$ cat config.mk
export PLATFORM = sky130hd
export DESIGN_NAME = pipe_stage_reg
export DESIGN_NICKNAME = d
export VERILOG_FILES = /design/src/rtl/pipe_pkg.sv /design/src/rtl/pipe_entry.sv /design/src/rtl/pipe_stage_reg.sv
export SDC_FILE = /design/constraint.sdc
export NUM_CORES = 1
export LEC_CHECK = 0
export BUFFER_PORTS_ARGS = -buffer_cell sky130_fd_sc_hd__buf_2
export CELL_PAD_IN_SITES_DETAIL_PLACEMENT = 0
export CELL_PAD_IN_SITES_GLOBAL_PLACEMENT = 1
export CORE_ASPECT_RATIO = 1.4
export CORE_UTILIZATION = 31
export DETAILED_ROUTE_END_ITERATION = 8
export PLACE_DENSITY = 0.9
export SYNTH_ARGS = -nofsm -noshare
export SYNTH_HDL_FRONTEND = slang
export SYNTH_SLANG_ARGS = --single-unit
export TNS_END_PERCENT = 50
$ cat constraint.sdc
create_clock -name clk -period 2 [get_ports clk]
set_input_delay 0.3 -clock clk [delete_from_list [all_inputs] [get_ports clk]]
set_output_delay 0.3 -clock clk [all_outputs]
set_load 0.01 [all_outputs]
$ cat src/rtl/pipe_pkg.sv
// Shared definitions for pipeline stage registers: state encoding,
// ID/EX default widths and control-bundle bit positions.
package pipe_pkg;

  typedef enum logic [1:0] {
    ST_EMPTY = 2'd0,
    ST_FULL  = 2'd1,
    ST_SKID  = 2'd2
  } pipe_state_t;

  // ID/EX boundary default geometry
  localparam int IDEX_CTRL_W = 11;
  localparam int IDEX_N_DATA = 5;
  localparam int IDEX_N_REG  = 2;

  // ID/EX control bundle bit positions (MSB RegDst .. LSB RegWrite)
  localparam int CTRL_REGWRITE = 0;
  localparam int CTRL_MEMTOREG = 1;
  localparam int CTRL_MEMWRITE = 2;
  localparam int CTRL_JUMP     = 3;
  localparam int CTRL_MEMREAD  = 4;
  localparam int CTRL_BRANCH   = 5;
  localparam int CTRL_ALUOP_LO = 6;
  localparam int CTRL_ALUOP_HI = 8;
  localparam int CTRL_ALUSRC   = 9;
  localparam int CTRL_REGDST   = 10;

endpackage

$ cat src/rtl/pipe_entry.sv
// Single payload register with load enable. rst clears the whole payload;
// bub clears only the top KILL_W bits (the control field) so a bubble
// reads as all-zero control while data/regs keep their last value.
module pipe_entry #(
  parameter int W      = 8,
  parameter int KILL_W = 1
) (
  input  logic         clk,
  input  logic         rst,
  input  logic         ld,
  input  logic         bub,
  input  logic [W-1:0] d,
  output logic [W-1:0] q
);

  // load wins over bubble; bubble zeroes control only
  always_ff @(posedge clk) begin
    if (rst)      q <= '0;
    else if (ld)  q <= d;
    else if (bub) q[W-1 -: KILL_W] <= '0;
  end

endmodule

$ cat src/rtl/pipe_stage_reg.sv
// Parametrised pipeline stage register with valid/ready handshake,
// synchronous flush (bubble insertion) and a saturating stall counter.
// Optional second (skid) entry enabled by defining PIPE_STAGE_SKID_EN,
// which makes in_ready a pure register output.
module pipe_stage_reg
  import pipe_pkg::*;
#(
  parameter int CTRL_W = IDEX_CTRL_W,
  parameter int DATA_W = 32,
  parameter int N_DATA = IDEX_N_DATA,
  parameter int REG_W  = 5,
  parameter int N_REG  = IDEX_N_REG,
  parameter int CNT_W  = 16
) (
  input  logic                     clk,
  input  logic                     rst,
  input  logic                     flush,
  input  logic                     in_valid,
  output logic                     in_ready,
  input  logic [CTRL_W-1:0]        ctrl_in,
  input  logic [N_DATA*DATA_W-1:0] data_in,
  input  logic [N_REG*REG_W-1:0]   regs_in,
  output logic                     out_valid,
  input  logic                     out_ready,
  output logic [CTRL_W-1:0]        ctrl_out,
  output logic [N_DATA*DATA_W-1:0] data_out,
  output logic [N_REG*REG_W-1:0]   regs_out,
  output logic [CNT_W-1:0]         stall_cnt
);

  localparam int PW = CTRL_W + N_REG*REG_W + N_DATA*DATA_W;
  localparam logic [CNT_W-1:0] CNT_ONE = {{(CNT_W-1){1'b0}}, 1'b1};

  pipe_state_t   state, state_nx;
  logic          vld_q;
  logic          accept, pop;
  logic          main_ld, main_bub;
  logic [PW-1:0] in_pl, main_d, main_q;

  assign in_pl  = {ctrl_in, regs_in, data_in};
  assign accept = in_valid & in_ready & ~flush;
  assign pop    = vld_q & out_ready;

  assign out_valid                      = vld_q;
  assign {ctrl_out, regs_out, data_out} = main_q;

  pipe_entry #(.W(PW), .KILL_W(CTRL_W)) u_main (
    .clk (clk),
    .rst (rst),
    .ld  (main_ld),
    .bub (main_bub),
    .d   (main_d),
    .q   (main_q)
  );

`ifdef PIPE_STAGE_SKID_EN
  logic          rdy_q;
  logic          skid_ld;
  logic [PW-1:0] skid_q;

  assign in_ready = rdy_q;

  pipe_entry #(.W(PW), .KILL_W(CTRL_W)) u_skid (
    .clk (clk),
    .rst (rst),
    .ld  (skid_ld),
    .bub (1'b0),
    .d   (in_pl),
    .q   (skid_q)
  );

  // next-state and entry steering; flush overrides accept and pop
  always_comb begin
    state_nx = state;
    main_ld  = 1'b0;
    main_bub = 1'b0;
    main_d   = in_pl;
    skid_ld  = 1'b0;
    if (flush) begin
      state_nx = ST_EMPTY;
      main_bub = 1'b1;
    end else begin
      case (state)
        ST_EMPTY: if (accept) begin
          state_nx = ST_FULL;
          main_ld  = 1'b1;
        end
        ST_FULL: begin
          if (accept && pop) begin
            main_ld = 1'b1;
          end else if (accept) begin
            state_nx = ST_SKID;
            skid_ld  = 1'b1;
          end else if (pop) begin
            state_nx = ST_EMPTY;
            main_bub = 1'b1;
          end
        end
        ST_SKID: if (pop) begin
          state_nx = ST_FULL;
          main_ld  = 1'b1;
          main_d   = skid_q;
        end
        default: state_nx = ST_EMPTY;
      endcase
    end
  end

  // state, output valid and registered ready
  always_ff @(posedge clk) begin
    if (rst) begin
      state <= ST_EMPTY;
      vld_q <= 1'b0;
      rdy_q <= 1'b1;
    end else begin
      state <= state_nx;
      vld_q <= (state_nx != ST_EMPTY);
      rdy_q <= (state_nx != ST_SKID);
    end
  end
`else
  // single entry: refill possible in the same cycle the beat leaves
  assign in_ready = ~vld_q | out_ready;

  // next-state and entry steering; flush overrides accept and pop
  always_comb begin
    state_nx = state;
    main_ld  = 1'b0;
    main_bub = 1'b0;
    main_d   = in_pl;
    if (flush) begin
      state_nx = ST_EMPTY;
      main_bub = 1'b1;
    end else begin
      case (state)
        ST_EMPTY: if (accept) begin
          state_nx = ST_FULL;
          main_ld  = 1'b1;
        end
        ST_FULL: begin
          if (accept) begin
            main_ld = 1'b1;
          end else if (pop) begin
            state_nx = ST_EMPTY;
            main_bub = 1'b1;
          end
        end
        default: state_nx = ST_EMPTY;
      endcase
    end
  end

  // state and output valid
  always_ff @(posedge clk) begin
    if (rst) begin
      state <= ST_EMPTY;
      vld_q <= 1'b0;
    end else begin
      state <= state_nx;
      vld_q <= (state_nx != ST_EMPTY);
    end
  end
`endif

  // saturating count of cycles a held beat waits on downstream
  always_ff @(posedge clk) begin
    if (rst)
      stall_cnt <= '0;
    else if (vld_q && !out_ready && !flush && (stall_cnt != '1))
      stall_cnt <= stall_cnt + CNT_ONE;
  end

endmodule
After elaboration in Yosys (flattened, before gate mapping):

Cells that the tools add are included.

* latch bits: 0
* word-level logic and storage cells: 37
* bits in read-only memories: 0
* bits in registers: 200
* memory bits (writable): 0
* input port bits: 186
* memories: 0

* equality and inequality tests: 2
* divide/modulo/power cells: 0
* multipliers: 0
* muxes and demuxes: 14
* add/sub/neg operators: 1
* reduce and logical (&&, ||, !) cells: 9
* order comparisons: 0
* shift operators: 0
* bitwise logic cells: 6

Operators with widths (count)
* $mux 11: 2
* $add 16x1->16 const B: 1
* $ne 16x16->1 const B: 1
* $mux 2: 4
* $mux 1: 7
* $pmux 2 s2: 1
* $reduce_bool 2->1: 2
* $and 1x1->1: 3
* $logic_and 1x1->1: 3
* $eq 2x1->1 const B: 1
* $logic_not 1->1: 2
* $logic_not 2->1: 1
* $not 1->1: 2
* $reduce_or 2->1: 1
* $or 1x1->1: 1

Longest topological paths before layout:

Gate-level depths: netlist of run 1.

* depth in word-level cells: 9
* mapped depth: 7
* mapped depth without buffers: 5

Cells and area by module:

Synthesis of run 1 repeated with hierarchy kept, for this count alone.

* cell total of the unflattened synthesis: 707
* area, all modules: 7448.4 um^2

By module, submodules not included
* pipe_entry: instances 1, cells each 597, area each 6459.9 um^2
* pipe_stage_reg: instances 1, cells each 110, area each 988.4 um^2

Worst setup path before layout of run 1:

Ideal clock, no wire load.

* path type: reg2reg
* from: register stall_cnt[12]
* to: register stall_cnt[0]
* cell stages (with the launch flop): 5
* data arrival time: 1.535 ns
* path buffers: 0
* data required time: 1.879 ns
* path slack: 0.344 ns
* cell sequence: dfxtp_1 nand4_1 nor4_4 nor3_1 mux2_2

* longest elaborated chain between the ends: 2

RTL lines
* start: declaration: RTL line pipe_stage_reg.sv:28 `output logic [CNT_W-1:0] stall_cnt`
* start signal: assignment: RTL line pipe_stage_reg.sv:170 `stall_cnt <= stall_cnt + CNT_ONE;`
* $ne 16x16->1: RTL line pipe_stage_reg.sv:169 `else if (vld_q && !out_ready && !flush && (stall_cnt != '1))`
* $logic_and 1x1->1: RTL line pipe_stage_reg.sv:169

Every way passes these cells.
A chain may end at the register's enable or synchronous reset.

Final worst setup path of run 1:

* from: register stall_cnt[13]
* to: register stall_cnt[13]

* longest elaborated chain between the ends: 2
* elaborated cells between the ends (all ways): 3

RTL lines
* parallel branches: the longest is 2 deep, another holds $add 16x1->16

Several ways; the timed one is not identified.

==> metrics.cfg, run 1 <==
[global_routing]
grt_max_degree=55
antenna_found_initial=2
grt_pass1_wl_um=32300
first_global_vias=6610
grt-ovfl-total=0
grtUsageTotal=0.175

[worst_setup_path]
r2r_setup_slack_ns=0.20
critPathArrivalTime_ns=2.12
timing.rr.start=stall_cnt[13]$_SDFFE_PP0P_
r2r-end=stall_cnt[13]$_SDFFE_PP0P_
crit_fanout=7
crit_type=flop to flop
cp-startpoint=stall_cnt[13]$_SDFFE_PP0P_
cp-end-kind=flop
worstPathRequired_ns=2.33
worstRegToRegCells=4
start_kind=flop

[sta]
fin_setup_tns_ns=0
hold_ws_ns=0.0909
min_period_ns=1.80
slew_violations=0
hold_viol=0
grt_setup_unrepaired=no
fin_worst_skew_ns=0.00707
setup_violations=0
post-route-period-util=0.900
fmaxAchievable_mhz=556

[final_layout]
drive_gt1_frac=0.360
finalNetCount=1445
utilization=0.450
syn_to_final_growth_pct=43.0

[route]
drc_errors=0
wl_per_cell_um=13.5
route.vias.total=7239
vias_per_cell=4.60
routed_wirelength_um=21300
antenna_left=0
drt_iter0_drc=300
drtPass1Iterations=4

[synth]
syn_area_sq_mm=0.00709
syn-num-nets=1071
syn-instance-count=884
yosysUniqueCellTypes=36
synth.avg_cell_area_sq_um=8.02
yosys_warnings=0
ys_ff_latch=200
ys_seq_area_frac=0.565

[die]
start_util=0.315
io_pins=385
num_rows=65
die-area_sq_mm=0.0235
die_h_um=181
die_w_um=130
fp.coreArea_sq_mm=0.0225

[clocking]
hold_buffers=0
h-tree-depth=4
cts_tree=built
cts_inserted_buffers=17
ctsRootBufferMaster=clkbuf_16
cts_buffer_depth=2
cts_resized=0
clock-sinks=200
clkTransAtPathRegs_ns=0.08
clock_latency_ns=0.43
postCtsSetupBuffers=0

[hold_path]
hold_path_class=input pin to flop
hp-start=data_in[143]
hold_depth=3
holdPathEnd=u_main.q[143]$_SDFFE_PP0P_

[placed_design]
hpwl_um=15300
globalplace.congestion=0.763
portBuffers=384

[flow_run]
maxCapViolations=0

[pwr]
pwr_density_cell_mw_per_mm2=840
leakage_nw=4.59
ir_drop_mv=0.586

[outcome]
outcome=finished clean

[through the flow]
| stage | cell area (sq um) | std cells | power (W) | setup WS [ns] |
|---|---|---|---|---|
| after floorplan | 7090 | 884 | 0.00457 | 0.344 |
| after global routing | 10100 | 1574 | 0.00889 | 0.0717 |
| after detailed placement | 9520 | 1540 | 0.00499 | 0.245 |
| final | 10100 | 1574 | 0.00852 | 0.200 |
| after global placement | 9520 | 1540 | 0.00498 | 0.277 |
| after CTS | 10100 | 1572 | 0.00863 | 0.169 |
[report_power, final]
part           leakage [nW]  switching, W  internal [W]
combinational          2.67      0.000406      0.000335
sequential             1.62     0.0000544       0.00410
clock                 0.299       0.00162       0.00201
[cell families (layout without fill, tap and decap cells)]
kind of cell	Yosys count	in the layout	share of synthesized area
AND/OR/NAND/NOR	406	406	0.236
buffers and inverters	64	451	0.0378
multiplexers	3	3	0.00459
AO/OA/AOI/OAI	208	208	0.153
flip-flops	200	200	0.565
XOR/XNOR	1	1	0.00124
other	1	3	0.000529
adder cells (fa/ha/maj)	1	1	0.00176
[flip-flops by register name (all words and copies together) (netlist names)]
name	count
out_valid	1
state	2
stall_cnt	16
u_main.q	181
[layout make-up]
type | count | area, sq um
Sequential cell | 200 | 4000
Inverter | 2 | 7.51
Antenna cell | 2 | 5.00
Tap cell | 301 | 377
Clock buffer | 18 | 429
Timing Repair Buffer | 417 | 2300
Multi-Input combinational cell | 620 | 2830
Fill cell | 2316 | 12400
Clock inverter | 14 | 186
[worst max-delay path, cell delays in order (launching register included)]
cell and delay [ns]:
dfxtp_1 0.42, nand4_1 0.28, nor3_1 0.46, nand4b_1 0.19, mux2_2 0.34
[synthesized netlist by cell type]
cell,count,area [sq um]
a21o_1,1,7.51
a21oi_1,182,911
a22oi_1,11,82.6
a31oi_1,2,12.5
and3_1,2,12.5
and4_1,2,17.5
and4_2,1,10.0
and4b_2,1,11.3
buf_1,4,15.0
buf_2,22,110
clkbuf_1,36,135
conb_1,1,3.75
dfxtp_1,200,4000
ha_1,1,12.5
inv_1,2,7.51
mux2_2,2,22.5
mux2i_1,1,10.0
nand2_1,346,1300
nand2b_1,3,18.8
nand3_1,7,35.0
nand4_1,7,43.8
nand4b_1,2,17.5
nor2_1,16,60.1
nor2b_1,2,12.5
nor3_1,5,25.0
nor3b_4,1,18.8
nor4_4,1,21.3
o21ai_0,7,35.0
o311ai_0,1,8.76
o31ai_1,3,22.5
o41ai_1,1,8.76
or3_1,5,31.3
or3_2,2,15.0
or4_1,2,15.0
or4b_1,1,10.0
xor2_1,1,8.76
[layer usage]
layer | wire, um | track usage | vias up | share of wire
met4 | 411 | 0.0684 | 0 | 0.019
met5 | 0 | 0 | - | 0
met1 | 8150 | 0.180 | 3234 | 0.38
met3 | 2020 | 0.0625 | 30 | 0.095
met2 | 10700 | 0.316 | 321 | 0.50
li1 | - | - | 3654 | -
[layout by cell type (no fill, tap or decap), drive strengths merged, types with 5 or more instances in the layout]
master | Yosys | layout
buf | 26 | 417
dfxtp | 200 | 200
inv | 2 | 7
or3 | 7 | 7
nand2 | 346 | 346
o21ai | 7 | 7
clkinv | 0 | 5
nor2 | 16 | 16
a22oi | 11 | 11
clkbuf | 36 | 18
a21oi | 182 | 182
nand4 | 7 | 7
nor3 | 5 | 5
nand3 | 7 | 7
[how the worst max path moves through the flow]
| stage | to | slack (ns) | cells past startpoint |
|---|---|---|---|
| floorplan | stall_cnt[0]$_SDFFE_PP0P_ | 0.34 | 4 |
| global placement | stall_cnt[10]$_SDFFE_PP0P_ | 0.28 | 5 |
| detailed placement | stall_cnt[10]$_SDFFE_PP0P_ | 0.25 | 5 |
| CTS | stall_cnt[13]$_SDFFE_PP0P_ | 0.17 | 4 |
| global route | stall_cnt[13]$_SDFFE_PP0P_ | 0.07 | 4 |
| finish | stall_cnt[13]$_SDFFE_PP0P_ | 0.20 | 4 |
(Power assumes the default switching activity.)
==> run 2, diff against run 1 <==
==> constraint.sdc (replaced) <==
create_clock -name clk -period 2 [get_ports clk]
set_input_delay 0.3 -clock clk [delete_from_list [all_inputs] [get_ports clk]]
set_output_delay 0.3 -clock clk [all_outputs]
set_load 0.1 [all_outputs]
==> run 2 against run 1 <==
  * Wire length up 3.5%
  * Register-to-register slack better by 0.08 ns
  * Sequential share of layout area rose by 0.55 points
  * Clock power increased by 3%
  * Non-clock buffer count is 15 lower
  * Design area fell by 0.79%
  * Critical path depth increased by 1
  * Worst setup slack gained 0.084 ns
  * Via count down 0.46%
  * Power grew 10%
  * Count of clock-buffer cells in the layout is 4 higher
  * Critical path type unchanged
  * Largest cell class unchanged
==> metrics.cfg, run 2 (synthesis results as in run 1) <==
[worst_setup_path]
crit_fanout=8  ; +1
critPathArrivalTime_ns=2.07  ; -0.05 ns
start_kind=flop
cp-end-kind=flop
crit_type=flop to flop
worstPathRequired_ns=2.36  ; +0.03 ns

[global_routing]
grtUsageTotal=0.184  ; +0.00927
antenna_found_initial=4  ; +2
grt_pass1_wl_um=33600  ; +4.1%
grt_max_degree=67  ; +22%
first_global_vias=6785  ; +2.6%
grt-ovfl-total=0  ; unchanged

[sta]
setup_violations=0  ; unchanged
max-slew-margin-rel=0.617
fin_worst_skew_ns=0.0105  ; +0.00339 ns
min_period_ns=1.72  ; -0.0844 ns
fmaxAchievable_mhz=583  ; +4.9%
fin_setup_tns_ns=0  ; unchanged
post-route-period-util=0.858  ; -0.0422
hold_viol=0  ; unchanged
slew_violations=0  ; unchanged
grt_setup_unrepaired=no
finalWorstSetupSlack_ns=0.284  ; +0.0844 ns
hold_ws_ns=0.0933  ; +0.00241 ns
worst_slew_pin_slew_ns=0.574

[final_layout]
regArea_sq_mm=0.00403  ; +0.59%
fill_cells=2351  ; +1.5%
drive_gt1_frac=0.365  ; +0.00538
layout_commonest_cell=buf_2
top_register=u_main.q
multi_input_area_sq_mm=0.00284  ; +0.27%
finalNetCount=1430  ; -1.0%
syn_to_final_growth_pct=41.8
largest_register_ffs=181  ; unchanged
reg.largest.list=u_main.q x181, stall_cnt x16, state x2
layout_common_cells=383 x buf_2, 346 x nand2_1, 183 x dfxtp_1, 182 x a21oi_1, 17 x clkbuf_16

[die]
fp.coreArea_sq_mm=0.0225  ; unchanged
die_w_um=130  ; unchanged
die_h_um=181  ; unchanged
die-area_sq_mm=0.0235  ; unchanged
num_rows=65  ; unchanged
start_util=0.315  ; unchanged
io_pins=385  ; unchanged

[route]
drtPass1Iterations=4  ; unchanged
vias_per_cell=4.62  ; +0.44%
drt_iter0_drc=275  ; -8.3%
wl_per_cell_um=14.1  ; +4.4%
routed_wirelength_um=22100  ; +3.5%
drc_errors=0  ; unchanged
antenna_left=0  ; unchanged
route.vias.total=7206  ; -0.46%

[pwr]
p_seq_frac=0.442  ; -0.046
leakage_nw=4.53  ; -1.3%
pwr_density_cell_mw_per_mm2=935  ; +11%
ir_drop_mv=0.535  ; -8.7%
power_w=0.00940  ; +10%
clock_power_share=0.396  ; -0.029
power_frac_comb=0.163  ; +0.076
swShare=0.296  ; +0.0516
power.internal_w=0.00662  ; +2.9%
p_sw_w=0.00278  ; +34%

[flow_run]
maxCapViolations=0  ; unchanged

[clocking]
cts_tree=built
ctsRootBufferMaster=clkbuf_16
clock-sinks=200  ; unchanged
cts_buffer_depth=2  ; unchanged
hold_buffers=0  ; unchanged
clock_latency_ns=0.44  ; about the same
h-tree-depth=4  ; unchanged
cts_inserted_buffers=17  ; unchanged
clkTransAtPathRegs_ns=0.07  ; about the same

[placed_design]
pre_cts_ws_ns=0.242  ; -0.00381 ns
hpwl_um=15700  ; +2.7%
portBuffers=384  ; unchanged
globalplace.congestion=0.765  ; +0.29%

[outcome]
outcome=finished clean

[hold_path]
hold_path_class=input pin to flop

==> run 2: area by class of cell <==
type,instances,area share
multi-input cells,620,0.282
well taps,301,0.0374
diodes,4,0.000995
flip-flops and latches,200,0.400
clock inverters,9,0.0162
inverters,2,0.000746
repair buffers,402,0.215
clock buffers,22,0.0471
==> run 2: stage by stage <==
step	instance area (sq um)	instances	util
final	10100	1560	0.446
after global routing	10100	1560	0.446
after CTS	10000	1556	0.446
after detailed placement	9410	1525	0.418
after global placement	9410	1525	0.418
after floorplan	7120	884	-
==> run 2: power groups by stage <==
| stage | sequential, W | clock [W] | combinational (W) |
|---|---|---|---|
| after floorplan | 0.00509 | 0 | 0.000274 |
| after global placement | 0.00424 | 0 | 0.00153 |
| after detailed placement | 0.00425 | 0 | 0.00154 |
| after CTS | 0.00415 | 0.00383 | 0.00154 |
| after global routing | 0.00417 | 0.00397 | 0.00161 |
| final | 0.00415 | 0.00372 | 0.00153 |
==> run 2: path summary, 6_finish.rpt <==
kind,from,endpoint,slack (ns),cells past startpoint
max,stall_cnt[1]$_SDFFE_PP0P_,stall_cnt[10]$_SDFFE_PP0P_,0.28,5
min,data_in[105],u_main.q[105]$_SDFFE_PP0P_,0.09,3
max reg2reg,stall_cnt[1]$_SDFFE_PP0P_,stall_cnt[10]$_SDFFE_PP0P_,0.28,5
min reg2reg,u_main.q[113]$_SDFFE_PP0P_,u_main.q[113]$_SDFFE_PP0P_,0.45,2
==> run 2: critical path, stage by stage (launching register included) <==
cell and delay (ns):
dfxtp_2 0.38, ha_1 0.22, and3_1 0.19, nand3_1 0.20
or4_1 0.52, a21oi_1 0.14
==> run 2: layer usage <==
layer,global-route usage,up-vias,wire length [um]
li1,-,3630,-
met5,0,-,0
met3,0.0634,34,1950
met4,0.0847,0,671
met1,0.184,3262,8490
met2,0.335,280,11000
==> run 2: timing repair <==
action / in CTS / in global routing
buffers inserted: 0 / 0
gates resized for setup: 0 / 1
endpoints found under the setup margin: 0 / 1
